==> src/rtl/hazard_control_unit_pkg.sv <==
// Shared types for the hazard control unit: FSM encoding, forward selects
// and the shadow stage tuple tracked for EX/MEM/WB.
package hazard_control_unit_pkg;

  typedef enum logic [1:0] {
    INIT  = 2'b00,
    RUN   = 2'b01,
    STALL = 2'b10,
    HOLD  = 2'b11
  } state_t;

  localparam logic [1:0] FWD_RF  = 2'b00;
  localparam logic [1:0] FWD_EX  = 2'b01;
  localparam logic [1:0] FWD_MEM = 2'b10;
  localparam logic [1:0] FWD_WB  = 2'b11;

  typedef struct packed {
    logic [4:0] rd;
    logic       we;
    logic       load;
    logic       modify_cc;
  } stage_t;

  // %g0 is hardwired, so a stage targeting it never produces a value
  function automatic logic writes_reg(stage_t st, logic [4:0] rs);
    return st.we && (st.rd != 5'd0) && (st.rd == rs);
  endfunction

endpackage

==> src/rtl/hazard_control_unit_fwd_select.sv <==
// Operand forward-select: picks the youngest in-flight producer of rs.
module fwd_select
  import hazard_control_unit_pkg::*;
(
  input  logic [4:0] rs,
  input  logic       used,
  input  stage_t     ex,
  input  stage_t     mem,
  input  stage_t     wb,
  output logic [1:0] sel
);

  // A load in EX has no data yet; the stall logic covers it, so no bypass
  always_comb begin
    sel = FWD_RF;
    if (used) begin
      if (writes_reg(ex, rs))       sel = ex.load ? FWD_RF : FWD_EX;
      else if (writes_reg(mem, rs)) sel = FWD_MEM;
      else if (writes_reg(wb, rs))  sel = FWD_WB;
    end
  end

  logic unused_bits;
  assign unused_bits = ^{ex.modify_cc, mem.load, mem.modify_cc, wb.load, wb.modify_cc};

endmodule

==> src/rtl/hazard_control_unit.sv <==
// Pipeline hazard control: load-use/CC stall FSM, external hold, operand
// forwarding from shadow EX/MEM/WB tuples and a saturating bubble counter.
module hazard_control_unit
  import hazard_control_unit_pkg::*;
(
  input  logic        Clk,
  input  logic        R,
  input  logic [4:0]  ID_rs1,
  input  logic [4:0]  ID_rs2,
  input  logic        ID_rs1_used,
  input  logic        ID_rs2_used,
  input  logic [4:0]  ID_rd,
  input  logic        ID_RF_enable,
  input  logic        ID_load_instr,
  input  logic        ID_modifyCC,
  input  logic        ID_B_instr,
  input  logic        hold,
  output logic        LE,
  output logic        S,
  output logic [1:0]  fwd_a,
  output logic [1:0]  fwd_b,
  output logic [15:0] stall_count
);

  state_t state_reg, state_next;
  stage_t ex_reg, mem_reg, wb_reg;
  stage_t id_stage;
  logic   load_use, cc_hazard, hazard;

  assign id_stage = '{rd: ID_rd, we: ID_RF_enable, load: ID_load_instr, modify_cc: ID_modifyCC};

  assign load_use  = ex_reg.load && ((ID_rs1_used && writes_reg(ex_reg, ID_rs1)) ||
                                     (ID_rs2_used && writes_reg(ex_reg, ID_rs2)));
  assign cc_hazard = ID_B_instr && ex_reg.modify_cc;
  assign hazard    = load_use || cc_hazard;

  always_ff @(posedge Clk or negedge R) begin
    if (!R) begin
      state_reg   <= INIT;
      ex_reg      <= '0;
      mem_reg     <= '0;
      wb_reg      <= '0;
      stall_count <= '0;
    end else begin
      state_reg <= state_next;
      ex_reg    <= S ? '0 : id_stage;
      mem_reg   <= ex_reg;
      wb_reg    <= mem_reg;
      if (S && (state_reg != INIT) && (stall_count != 16'hFFFF))
        stall_count <= stall_count + 16'd1;
    end
  end

  // hold outranks hazards; STALL always releases because the bubble is in EX
  always_comb begin
    state_next = state_reg;
    LE         = 1'b1;
    S          = 1'b0;
    case (state_reg)
      INIT: begin
        S          = 1'b1;
        state_next = RUN;
      end
      RUN: begin
        if (hold) begin
          LE         = 1'b0;
          S          = 1'b1;
          state_next = HOLD;
        end else if (hazard) begin
          LE         = 1'b0;
          S          = 1'b1;
          state_next = STALL;
        end
      end
      STALL: begin
        state_next = hold ? HOLD : RUN;
      end
      HOLD: begin
        LE         = 1'b0;
        S          = 1'b1;
        state_next = hold ? HOLD : RUN;
      end
      default: state_next = INIT;
    endcase
  end

  fwd_select u_fwd_a (
    .rs   (ID_rs1),
    .used (ID_rs1_used),
    .ex   (ex_reg),
    .mem  (mem_reg),
    .wb   (wb_reg),
    .sel  (fwd_a)
  );

  fwd_select u_fwd_b (
    .rs   (ID_rs2),
    .used (ID_rs2_used),
    .ex   (ex_reg),
    .mem  (mem_reg),
    .wb   (wb_reg),
    .sel  (fwd_b)
  );

endmodule

==> config.mk <==
export PLATFORM = sky130hd
export DESIGN_NAME = hazard_control_unit
export DESIGN_NICKNAME = d
export VERILOG_FILES = /design/src/rtl/hazard_control_unit_pkg.sv /design/src/rtl/hazard_control_unit_fwd_select.sv /design/src/rtl/hazard_control_unit.sv
export SDC_FILE = /design/constraint.sdc
export NUM_CORES = 1
export LEC_CHECK = 0
export CAP_MARGIN = 25
export CORE_MARGIN = 3
export CORE_UTILIZATION = 35
export CTS_CLUSTER_SIZE = 16
export DETAILED_ROUTE_END_ITERATION = 8
export PLACE_DENSITY_LB_ADDON = 0.25
export SYNTH_ARGS = -nofsm -noshare
export SYNTH_HDL_FRONTEND = slang
export SYNTH_HIERARCHICAL = 1
export SYNTH_SLANG_ARGS = --single-unit
==> constraint.sdc <==
create_clock -name Clk -period 2 [get_ports Clk]
set_input_delay 0.4 -clock Clk [delete_from_list [all_inputs] [get_ports Clk]]
set_output_delay 0.4 -clock Clk [all_outputs]
set_load 0.005 [all_outputs]
Yosys cells after proc, flatten, opt, wreduce, memory -nomap -nowiden
Cells that the tools add are included.

Add/sub/neg operators: 1. Equal/unequal tests: 11. Muxes and demuxes: 20. Reductions and logical operators: 24.

Operator list (count): == test 5 bit (6); 2-to-1 mux 2 bit (11); adder 16 x 1 -> 16 bit, second input constant (1); inequality test 16 bit, second input constant (1); logical AND 1 bit (15); nonzero test 5 bit (3); 2-to-1 mux 8 bit (1); case mux 2 bit (3 select lines) (1); 2-to-1 mux 1 bit (5); == test 2 bit, second input constant (2); case mux 1 bit (2 select lines) (2); OR reduction 2 bit (2); inequality test 3 bit, second input constant (1); == test 2 x 1 -> 1 bit, second input constant (1); logical NOT 2 bit (1); logical OR 1 bit (2); nonzero test 2 bit (1).

Register bits after elaboration: 38. Bits of input ports: 24. Logic and storage cells: 66.

Logic depth before layout (Yosys ltp)
Gate-level depths: netlist of run 1.

Word-level depth: 12. Mapped depth: 9. Gate-level depth less buffers: 8.

Hierarchy
Netlist of run 1, hierarchy kept.

Modules (own cells, without submodules): hazard_control_unit (times used 1, cells each 145, area each 1776.7 um^2, sequential area each 1051.0 um^2); fwd_select (times used 2, cells each 37, area each 261.5 um^2, sequential area each 0.0 um^2).

Worst setup path after synthesis of run 1
No wires, ideal clock.

Path type: reg2out. From: register ex_reg[3] (netlist name). To: output LE. Arrival: 1.696 ns. Data required time: 1.600 ns. Setup slack: -0.096 ns. Cell stages (with the launch flop): 5. Cells stage by stage: dfrtp_1 > or3_1 > o311a_1 > a211oi_1 > o21bai_1.

Longest elaborated chain between the ends: 10. Elaborated cells on any way between the ends: 14. Classes of those cells: eq/ne: 2; mux: 3; reduce/logical: 9.

RTL lines: start: declaration (line hazard_control_unit.sv:26) `stage_t ex_reg, mem_reg, wb_reg;`; start signal: assignment (line hazard_control_unit.sv:46) `ex_reg <= S ? '0 : id_stage;`; nonzero test 5 bit (line hazard_control_unit_pkg.sv:26) `return st.we && (st.rd != 5'd0) && (st.rd == rs);`; logical AND 1 bit (2 in series) (line hazard_control_unit_pkg.sv:26); logical AND 1 bit (on tied branches) (line hazard_control_unit.sv:32, hazard_control_unit.sv:33); logical OR 1 bit (*) (line hazard_control_unit.sv:32) `assign load_use = ex_reg.load && ((ID_rs1_used && writes_reg(ex_reg, ID_rs1)) ||`; logical AND 1 bit (*) (line hazard_control_unit.sv:32); logical OR 1 bit (*) (line hazard_control_unit.sv:35) `assign hazard = load_use || cc_hazard;`; 2-to-1 mux 1 bit (*) (line hazard_control_unit.sv:69) `end else if (hazard) begin`; 2-to-1 mux 1 bit (*) (line hazard_control_unit.sv:65) `if (hold) begin`; case mux 1 bit (2 select lines) (*) (line hazard_control_unit.sv:59) `case (state_reg)`; end: declaration (line hazard_control_unit.sv:18) `output logic LE,`.

Every way passes the cells marked *; elsewhere a longest branch is shown, timed or not.

Final worst setup path of run 1
From: register wb_reg[3] (netlist name). To: output fwd_a[0].

Longest elaborated chain between the ends: 7. Elaborated cells on any way between the ends: 8. Classes of those cells: eq/ne: 1; mux: 4; reduce/logical: 3.

RTL lines: start: declaration (line hazard_control_unit.sv:26); start signal: assignment (line hazard_control_unit.sv:48) `wb_reg <= mem_reg;`; nonzero test 5 bit (line hazard_control_unit_pkg.sv:26); logical AND 1 bit (line hazard_control_unit_pkg.sv:26); logical AND 1 bit (*) (line hazard_control_unit_pkg.sv:26); 2-to-1 mux 2 bit (*) (line hazard_control_unit_fwd_select.sv:19) `else if (writes_reg(wb, rs)) sel = FWD_WB;`; 2-to-1 mux 2 bit (*) (line hazard_control_unit_fwd_select.sv:18) `else if (writes_reg(mem, rs)) sel = FWD_MEM;`; 2-to-1 mux 2 bit (*) (line hazard_control_unit_fwd_select.sv:17) `if (writes_reg(ex, rs)) sel = ex.load ? FWD_RF : FWD_EX;`; 2-to-1 mux 2 bit (*) (line hazard_control_unit_fwd_select.sv:16) `if (used) begin`; end: declaration (line hazard_control_unit.sv:20) `output logic [1:0] fwd_a,`.

Marked as above.

==> results of run 1 <==
[worst reg2reg max path: stages, from the launching register on]
cell     delay (ns)
dfrtp_1        0.41
buf_6          0.16
xnor2_2        0.16
nand4_1        0.13
o22ai_1        0.19
buf_4          0.15
buf_4          0.11
buf_4          0.11
a21oi_4        0.07
buf_12         0.15
buf_12         0.13
nor3_1         0.17
xor2_1         0.15
[final cells by class]
| cell class | instances | share of cell area |
|---|---|---|
| Inverter | 8 | 0.00817 |
| Clock buffer | 5 | 0.0187 |
| Timing Repair Buffer | 123 | 0.289 |
| Multi-Input combinational cell | 168 | 0.387 |
| Sequential cell | 38 | 0.260 |
| Tap cell | 75 | 0.0255 |
| Clock inverter | 3 | 0.0123 |
[per-stage QoR]
stage | power, uW | utilization | hold WS (ns) | setup WS [ns]
after floorplan | 2670 | - | 0.104 | -0.00808
after global placement | 4090 | 0.534 | 0.416 | -0.894
after detailed placement | 4130 | 0.534 | 0.398 | -0.907
final | 5470 | 0.613 | 0.137 | -0.347
after global routing | 5840 | 0.613 | 0.191 | -0.424
after CTS | 5260 | 0.590 | 0.152 | -0.342
[report_power, final]
group          switching, uW  internal, uW  total, uW
Combinational           1510          1900       3410
Clock                    288           371        659
Sequential               285          1110       1390
[what timing repair did]
item                                    CTS  global route
cloned                                    0             0
setup buffers                            15             5
gates resized for setup                  63            16
endpoints found under the setup margin   22            22
hold buffers                              0             0
pin swaps                                20            13
[worst max-delay path by stage]
| stage | start | endpoint | cells past startpoint |
|---|---|---|---|
| 2_1_floorplan | ex_reg[3] | LE | 4 |
| 3_3_place_gp | ID_rs1[2] | fwd_a[0] | 6 |
| 3_5_place_dp | ID_rs1[2] | fwd_a[0] | 6 |
| 4_1_cts | wb_reg[4] | fwd_a[0] | 6 |
| 5_1_grt | ex_reg[3] | LE | 5 |
| 6_report | wb_reg[3] | fwd_a[0] | 5 |
[routing by layer]
metal,global-route usage,vias up,share of wire
met3,0.0408,8,0.039
met5,0,-,0
met2,0.297,37,0.52
met4,0.0576,0,0.015
met1,0.203,1008,0.43
li1,-,1015,-
==> metrics.md, run 1 <==
| Metric | Value |
|---|---|
| Vias in the first global route | 2147 |
| Cell Count, Final, Fillers Out | 420 |
| Setup WS post-layout | -0.347 ns |
| Post-Route WL | 5940 um |
| Cells on worst reg2reg path | 12 |
| Antenna Cells | 0 |
| CTS H-tree lvls | 2 |
| CP max stage cell | or4_4 |
| CTS buffer count | 5 |
| Max FFs per register | 16 |
| Die Wd | 85.3 um |
| Placed cell count | 392 |
| Seq. cell area | 953 um2 |
| Failing checks | setup timing |
| Clock insertion delay at the later pin of the skew report | 0.30 ns |
| Tcrit/Tclk final | 1.17 |
| Clock Tree Buf Depth | 2 |
| Grt ovf | 0 |
| Share of cells above drive strength 1 | 0.386 |
| Initial antenna violation count | 0 |
| Crit path kind | flop to output port |
| Required time worst endpoint | 1.60 ns |
| RePlAce Congestion | 0.879 |
| Via count | 2068 |
| GRT Resource Usage Total | 0.170 |
| Worst-path clk slew | 0.08 ns |
| Fillers | 498 |
| CP max stage delay | 0.51 ns |
| Clk_skew | 0.00932 ns |
| Pin count of the biggest net entering global routing | 39 |
| TritonCTS Sinks | 38 |
| Crit path max-delay family | simple AND/OR/NAND/NOR gates |
| Vias/cell | 4.92 |
| RSZ-0062 raised after global routing | true |
| CTS tree | done |
| Yosys warns | 6 |
| HPWL after DPL | 4230 um |
| Area of the multi-input gates | 1420 um2 |
| Leak pwr | 0.00160 uW |
| Mean Syn Cell Area | 10.2 um2 |
| Port buffer count | 45 |
| CP arrival | 1.95 ns |
| Core Area | 5990 um2 |
| Pwr per Cell Area | 1490 nW/um2 |
| Slew margin rel. | 0.681 |
| Die area | 7270 um2 |
| Critical path launch point type | flop |
| Cell area after layout | 3670 um2 |
| IO Pins | 46 |
| Post-Syn Instances | 215 |
| Most frequent cells in the layout | 69 x buf_4, 36 x dfrtp_1, 28 x clkdlybuf4s50_1 |
| FP Rows | 28 |
| Tightest Pin Transition | 0.474 ns |
| Root buf cell | clkbuf_8 |
| Crit Path Max Fanout | 3 |
| WL per Instance | 14.1 um |
| Initial Util | 0.367 |
| Critical path buffers and inverters | 2 |
| Final Critical Period | 2.35 ns |
| Synth-to-Final Area Change | 67.0% |
| Final hold violation count | 0 |
| Max Freq | 0.426 GHz |
| Cell area after synthesis | 2200 um2 |
| Reg2reg start | ex_reg[4] |
| FF-to-FF End | stall_count[8] |
| Mapped Nets | 245 |
| Setup violators final | 22 |
| Crit. End Element | output port |
| Layout net count | 374 |
| Outcome | complete, but fails checks |
| Total of max-cap violations | 0 |
| Placement-stage cell area | 3200 um2 |
| Peak VDD IR | 0.725 mV |
| DR DRC count | 0 |
| Fin. max-slew vios | 0 |
| DRT iter0 DRCs | 54 |
| Worst R2R Setup Slack | -0.15 ns |
| First-pass GRT wire length | 9870 um |
| Drt pass-1 iters | 4 |
| Setup TNS | -3.47 ns |
| Die Ht | 85.3 um |
| Hold WC Path Type | input pin to asynchronous set/reset pin |
| Post-DRT Antenna Nets | 0 |
| Cell chain of the critical path | buf_4, xor2_1, or4_4, o32ai_2, buf_2 |
| Most common cell after layout, fill and taps aside | buf_4 |
(Power assumes the default switching activity.)
==> run 2, diff against run 1 <==
CORE_UTILIZATION = 47   (was 35)
MAX_ROUTING_LAYER = met4   (was default)
TNS_END_PERCENT = 50   (was default)
==> metrics.md, run 2 (same netlist as run 1, synthesis figures left out) <==
| Metric | Value |
|---|---|
| Cells on worst reg2reg path | 9 (was 12) |
| Grt ovf | 0 (unchanged) |
| Synth-to-Final Area Change | 69.1% (was 67.0%) |
| DR DRC count | 0 (unchanged) |
| Crit path kind | flop to output port (unchanged) |
| Fin. max-slew vios | 0 (unchanged) |
| CP arrival | 2.00 ns (was 1.95 ns) |
| Port buffer count | 45 (unchanged) |
| TritonCTS Sinks | 38 (unchanged) |
| Core Area | 4440 um2 (was 5990 um2) |
| Vias/cell | 5.58 (was 4.92) |
| Hold_buf cts | 0 (unchanged) |
| RePlAce Congestion | 0.865 (was 0.879) |
| Leak pwr | 0.00162 uW (was 0.00160 uW) |
| WL per Instance | 18.1 um (was 14.1 um) |
| Failing checks | setup timing (unchanged) |
| DRT iter0 DRCs | 189 (was 54) |
| Pwr per Cell Area | 1580 nW/um2 (was 1490 nW/um2) |
| FF-to-FF End | stall_count[6] (was stall_count[8]) |
| Final hold violation count | 0 (unchanged) |
| Share of cells above drive strength 1 | 0.420 (was 0.386) |
| Most common cell after layout, fill and taps aside | buf_4 (unchanged) |
| Peak VDD IR | 1.18 mV (was 0.725 mV) |
| Via count | 2175 (was 2068) |
| Worst R2R Setup Slack | -0.17 ns (was -0.15 ns) |
| Layout net count | 367 (was 374) |
| Outcome | complete, but fails checks (unchanged) |
| Hold WC Path Type | input pin to asynchronous set/reset pin (unchanged) |
| Most frequent cells in the layout | 55 x buf_4, 35 x dfrtp_1, 28 x clkdlybuf4s50_1 (was 69 x buf_4, 36 x dfrtp_1, 28 x clkdlybuf4s50_1) |
| GRT Resource Usage Total | 0.265 (was 0.170) |
| Crit. End Element | output port (unchanged) |
| DP Worst Slack | -0.913 ns (was -0.907 ns) |
| Critical path launch point type | flop (unchanged) |
| Tightest Pin Transition | 0.566 ns (was 0.474 ns) |
| Final Critical Period | 2.40 ns (was 2.35 ns) |
| Post-DRT Antenna Nets | 0 (unchanged) |
| Max Freq | 0.417 GHz (was 0.426 GHz) |
| CTS H-tree lvls | 2 (unchanged) |
| Total chip power | 5860 uW (was 5470 uW) |
| Crit Path Max Fanout | 3 (unchanged) |
| CP max stage cell | or4_4 (unchanged) |
| CP max stage delay | 0.50 ns (was 0.51 ns) |
| Slew margin rel. | 0.623 (was 0.681) |
| Root buf cell | clkbuf_8 (unchanged) |
| Vias in the first global route | 2241 (was 2147) |
| Setup WS post-layout | -0.398 ns (was -0.347 ns) |
| Fillers | 225 (was 498) |
| Reg2reg start | ex_reg[5] (was ex_reg[4]) |
| Die Wd | 74.4 um (was 85.3 um) |
| Area of the multi-input gates | 1480 um2 (was 1420 um2) |
| Initial antenna violation count | 0 (unchanged) |
| Initial Util | 0.495 (was 0.367) |
| Clk_skew | 0.0180 ns (was 0.00932 ns) |
| Drt pass-1 iters | 4 (unchanged) |
| Clock insertion delay at the later pin of the skew report | 0.31 ns (was 0.30 ns) |
| IO Pins | 46 (unchanged) |
| Max FFs per register | 16 (unchanged) |
| Die area | 5540 um2 (was 7270 um2) |
| Pin count of the biggest net entering global routing | 21 (was 39) |
| Smallest hold slack | 0.0648 ns (was 0.137 ns) |
| Worst-path clk slew | 0.09 ns (was 0.08 ns) |
| Tcrit/Tclk final | 1.20 (was 1.17) |
| Required time worst endpoint | 1.60 ns (about the same) |
| Total of max-cap violations | 0 (unchanged) |
| FP Rows | 24 (was 28) |
| First-pass GRT wire length | 10700 um (was 9870 um) |
| RSZ-0062 raised after global routing | true (unchanged) |
| CTS buffer count | 5 (unchanged) |
| Clock Tree Buf Depth | 2 (unchanged) |
| Die Ht | 74.4 um (was 85.3 um) |
| Seq. cell area | 955 um2 (was 953 um2) |
| HPWL after DPL | 4240 um (was 4230 um) |
| Cell chain of the critical path | buf_4, xor2_1, or4_4, o32ai_2, buf_2 (unchanged) |
| CTS tree | done (unchanged) |
| Setup violators final | 22 (unchanged) |
| Antenna Cells | 0 (unchanged) |
| Post-Route WL | 7060 um (was 5940 um) |
## run 2: cell types whose count changed in the layout (fill, tap and decap cells not counted), sizes merged
cell and change:
clkbuf +3, dlygate4sd2 +1, clkinvlp -2, clkdlybuf4s15 -2
buf -8, bufinv +1
## run 2: how the worst max path moves through the flow
stage | startpoint | cells past startpoint | endpoint | slack [ns]
2_1_floorplan | ex_reg[3] | 5 | stall_count[1] | -0.02
3_3_place_gp | ID_rs1[3] | 6 | fwd_a[0] | -0.88
3_5_place_dp | ID_rs1[3] | 6 | fwd_a[0] | -0.91
4_1_cts | wb_reg[6] | 5 | fwd_a[0] | -0.36
5_1_grt | wb_reg[6] | 5 | fwd_b[0] | -0.44
6_report | wb_reg[3] | 5 | fwd_b[0] | -0.40
## run 2: area by class of cell
type / count / share of cell area
well taps: 52 / 0.0175
multi-input cells: 168 / 0.399
flip-flops and latches: 38 / 0.257
clock inverters: 2 / 0.0162
clock buffers: 6 / 0.0222
repair buffers: 116 / 0.280
inverters: 8 / 0.00808
## run 2: metrics by stage
step | util | area [um2] | setup TNS, ns | std cells
after floorplan | - | 2210 | -0.0664 | 215
after global placement | 0.706 | 3140 | -12.97 | 365
after detailed placement | 0.706 | 3140 | -13.50 | 365
after CTS | 0.807 | 3590 | -3.30 | 387
after global routing | 0.837 | 3720 | -4.96 | 390
final | 0.837 | 3720 | -3.60 | 390
## run 2: metal layers
layer | GRT usage | share of wire | vias up
li1 | - | - | 991
met1 | 0.319 | 0.41 | 1085
met2 | 0.451 | 0.52 | 70
met3 | 0.0500 | 0.038 | 29
met4 | 0.0830 | 0.032 | 0
met5 | - | 0 | -
## run 2: worst max-delay path: cells and delay by family, from the launching register on
family / cells / cell delay [ns]
buffers and inverters: 2 / 0.32
flip-flops: 1 / 0.42
AND/OR/NAND/NOR: 1 / 0.50
AO/OA/AOI/OAI: 1 / 0.25
XOR/XNOR: 1 / 0.18
## run 2: report_power, final
| group | switching (uW) | total (uW) | internal (uW) |
|---|---|---|---|
| logic | 1680 | 3610 | 1930 |
| clock network | 295 | 827 | 532 |
| registers | 307 | 1420 | 1110 |
| total | 2280 | 5860 | 3580 |
## run 2: what timing repair did
action / CTS / global route
buffers inserted: 13 / 4
gates cloned: 1 / 0
gates resized for setup: 79 / 25
setup endpoints to repair: 30 / 22
pin swaps: 22 / 24
==> run 3, diff against run 2 <==
CORE_MARGIN = default   (was 3)
HOLD_SLACK_MARGIN = 0.15   (was default)
TNS_END_PERCENT = default   (was 50)
==> metrics.md, run 3 (same netlist as run 1, synthesis figures left out) <==
| Metric | Value |
|---|---|
| Layout net count | 370 (was 367) |
| Tightest Pin Transition | 0.561 ns (was 0.566 ns) |
| Core Area | 4410 um2 (was 4440 um2) |
| Switch Pwr | 2580 uW (was 2280 uW) |
| Vias/cell | 5.91 (was 5.58) |
| Total of max-cap violations | 0 (unchanged) |
| Critical path launch point type | flop (unchanged) |
| Clk_skew | 0.00820 ns (was 0.0180 ns) |
| Clock insertion delay at the later pin of the skew report | 0.31 ns (about the same) |
| Post-DRT Antenna Nets | 0 (unchanged) |
| Hold WC Path Type | flop to flop (was input pin to asynchronous set/reset pin) |
| IO Pins | 46 (unchanged) |
| FP Rows | 24 (unchanged) |
| Grt ovf | 0 (unchanged) |
| Placement-stage cell area | 3160 um2 (was 3140 um2) |
| Comb pwr share | 0.626 (was 0.616) |
| HPWL after DPL | 4170 um (was 4240 um) |
| Cell area after layout | 3820 um2 (was 3720 um2) |
| Pwr per Cell Area | 1620 nW/um2 (was 1580 nW/um2) |
| Antenna Cells | 0 (unchanged) |
| Final hold violation count | 0 (unchanged) |
| DR DRC count | 0 (unchanged) |
| CTS tree | done (unchanged) |
| Clock Tree Buf Depth | 2 (unchanged) |
| Setup WS post-layout | -0.433 ns (was -0.398 ns) |
| Setup TNS | -7.28 ns (was -3.60 ns) |
| DRT iter0 DRCs | 170 (was 189) |
| Crit. End Element | output port (unchanged) |
| RSZ-0062 raised after global routing | true (unchanged) |
| Outcome | complete, but fails checks (unchanged) |
| Int Pwr | 3610 uW (was 3580 uW) |
| Die Wd | 70.4 um (was 74.4 um) |
| Slew margin rel. | 0.623 (about the same) |
| Via count | 2324 (was 2175) |
| Fillers | 198 (was 225) |
| Peak VDD IR | 1.40 mV (was 1.18 mV) |
| Worst-path clk slew | 0.09 ns (about the same) |
| Crit path kind | flop to output port (unchanged) |
| Initial Util | 0.498 (was 0.495) |
| CP arrival | 2.03 ns (was 2.00 ns) |
| Leak pwr | 0.00164 uW (was 0.00162 uW) |
| Share of cells above drive strength 1 | 0.437 (was 0.420) |
| Failing checks | setup timing (unchanged) |
| Die area | 4960 um2 (was 5540 um2) |
| Synth-to-Final Area Change | 73.5% (was 69.1%) |
| GRT Resource Usage Total | 0.299 (was 0.265) |
| Pin count of the biggest net entering global routing | 39 (was 21) |
| Root buf cell | clkbuf_8 (unchanged) |
| Fin. max-slew vios | 0 (unchanged) |
| RePlAce Congestion | 0.868 (was 0.865) |
| Sw frac | 0.417 (was 0.390) |
| WL per Instance | 20.8 um (was 18.1 um) |
| Post-Route WL | 8160 um (was 7060 um) |
| Final Critical Period | 2.43 ns (was 2.40 ns) |
| Max Freq | 0.411 GHz (was 0.417 GHz) |
| Required time worst endpoint | 1.60 ns (about the same) |
| CTS H-tree lvls | 2 (unchanged) |
| Reg power frac | 0.243 (was 0.242) |
| First-pass GRT wire length | 11100 um (was 10700 um) |
| Die Ht | 70.4 um (was 74.4 um) |
| Most frequent cells in the layout | 62 x buf_4, 31 x dfrtp_1, 29 x clkdlybuf4s50_1 (was 55 x buf_4, 35 x dfrtp_1, 28 x clkdlybuf4s50_1) |
| Hold_buf cts | 0 (unchanged) |
| Max FFs per register | 16 (unchanged) |
| Smallest hold slack | 0.465 ns (was 0.0648 ns) |
| Port buffer count | 45 (unchanged) |
| Most common cell after layout, fill and taps aside | buf_4 (unchanged) |
| Vias in the first global route | 2342 (was 2241) |
| Drt pass-1 iters | 5 (was 4) |
| CTS buffer count | 5 (unchanged) |
| Initial antenna violation count | 0 (unchanged) |
| Setup violators final | 24 (was 22) |
| TritonCTS Sinks | 38 (unchanged) |
| Clock power share | 0.131 (was 0.141) |
| Tcrit/Tclk final | 1.22 (was 1.20) |
| Crit Path Max Fanout | 4 (was 3) |
run 3: path summary, 6_finish.rpt:
check,startpoint,end,slack (ns),depth (start not counted)
setup / recovery,ex_reg[3],LE,-0.43,8
hold / removal,mem_reg[2],wb_reg[2],0.47,0
setup reg to reg,ex_reg[3],stall_count[8],-0.41,13
hold reg to reg,mem_reg[2],wb_reg[2],0.47,0
max in group asynchronous,R,ex_reg[6],1.10,2
min in group asynchronous,R,mem_reg[7],0.52,2
run 3: cell type report:
| class | instances | area (um2) | share of cell area |
|---|---|---|---|
| clock buffers | 5 | 68.8 | 0.0180 |
| clock inverters | 3 | 68.8 | 0.0180 |
| inverters | 8 | 30.0 | 0.00787 |
| multi-input cells | 168 | 1540 | 0.404 |
| flip-flops and latches | 38 | 960 | 0.251 |
| well taps | 52 | 65.1 | 0.0170 |
| repair buffers | 119 | 1080 | 0.283 |
run 3: stage by stage:
step | total power [uW] | utilization | setup WS, ns | instances
global placement | 4060 | 0.717 | -0.923 | 366
CTS | 5370 | 0.801 | -0.398 | 387
global route | 6430 | 0.865 | -0.516 | 393
finish | 6190 | 0.865 | -0.433 | 393
floorplan | 2670 | - | -0.00808 | 215
detailed placement | 4130 | 0.717 | -0.946 | 366
run 3: power groups by stage:
stage	Clock (uW)	Combinational, uW	Sequential [uW]
2_1_floorplan	0	1170	1500
3_3_place_gp	0	2660	1410
3_5_place_dp	0	2710	1420
4_1_cts	798	3160	1410
5_1_grt	848	4060	1520
6_report	813	3870	1510
run 3: what timing repair did:
action / 4_1_cts / 5_1_grt
cloned: 0 / 1
pin swaps: 21 / 28
setup buffers: 13 / 6
setup endpoints to repair: 31 / 32
gates resized for setup: 64 / 46
run 3: layer usage:
layer  share of wire  vias to the layer above  GRT usage
met2            0.52                      120      0.511
met5               0                        -          -
li1                -                     1008          -
met4           0.036                        0      0.120
met3           0.057                       36     0.0476
met1            0.39                     1160      0.349
run 3: critical path, stage by stage (launching register included):
cell and delay (ns):
dfrtp_1 0.42, buf_6 0.14, buf_4 0.16, xnor2_2 0.19, nand4_1 0.18, o22ai_4 0.22, a211oi_2 0.12, o21bai_1 0.17
buf_2 0.13
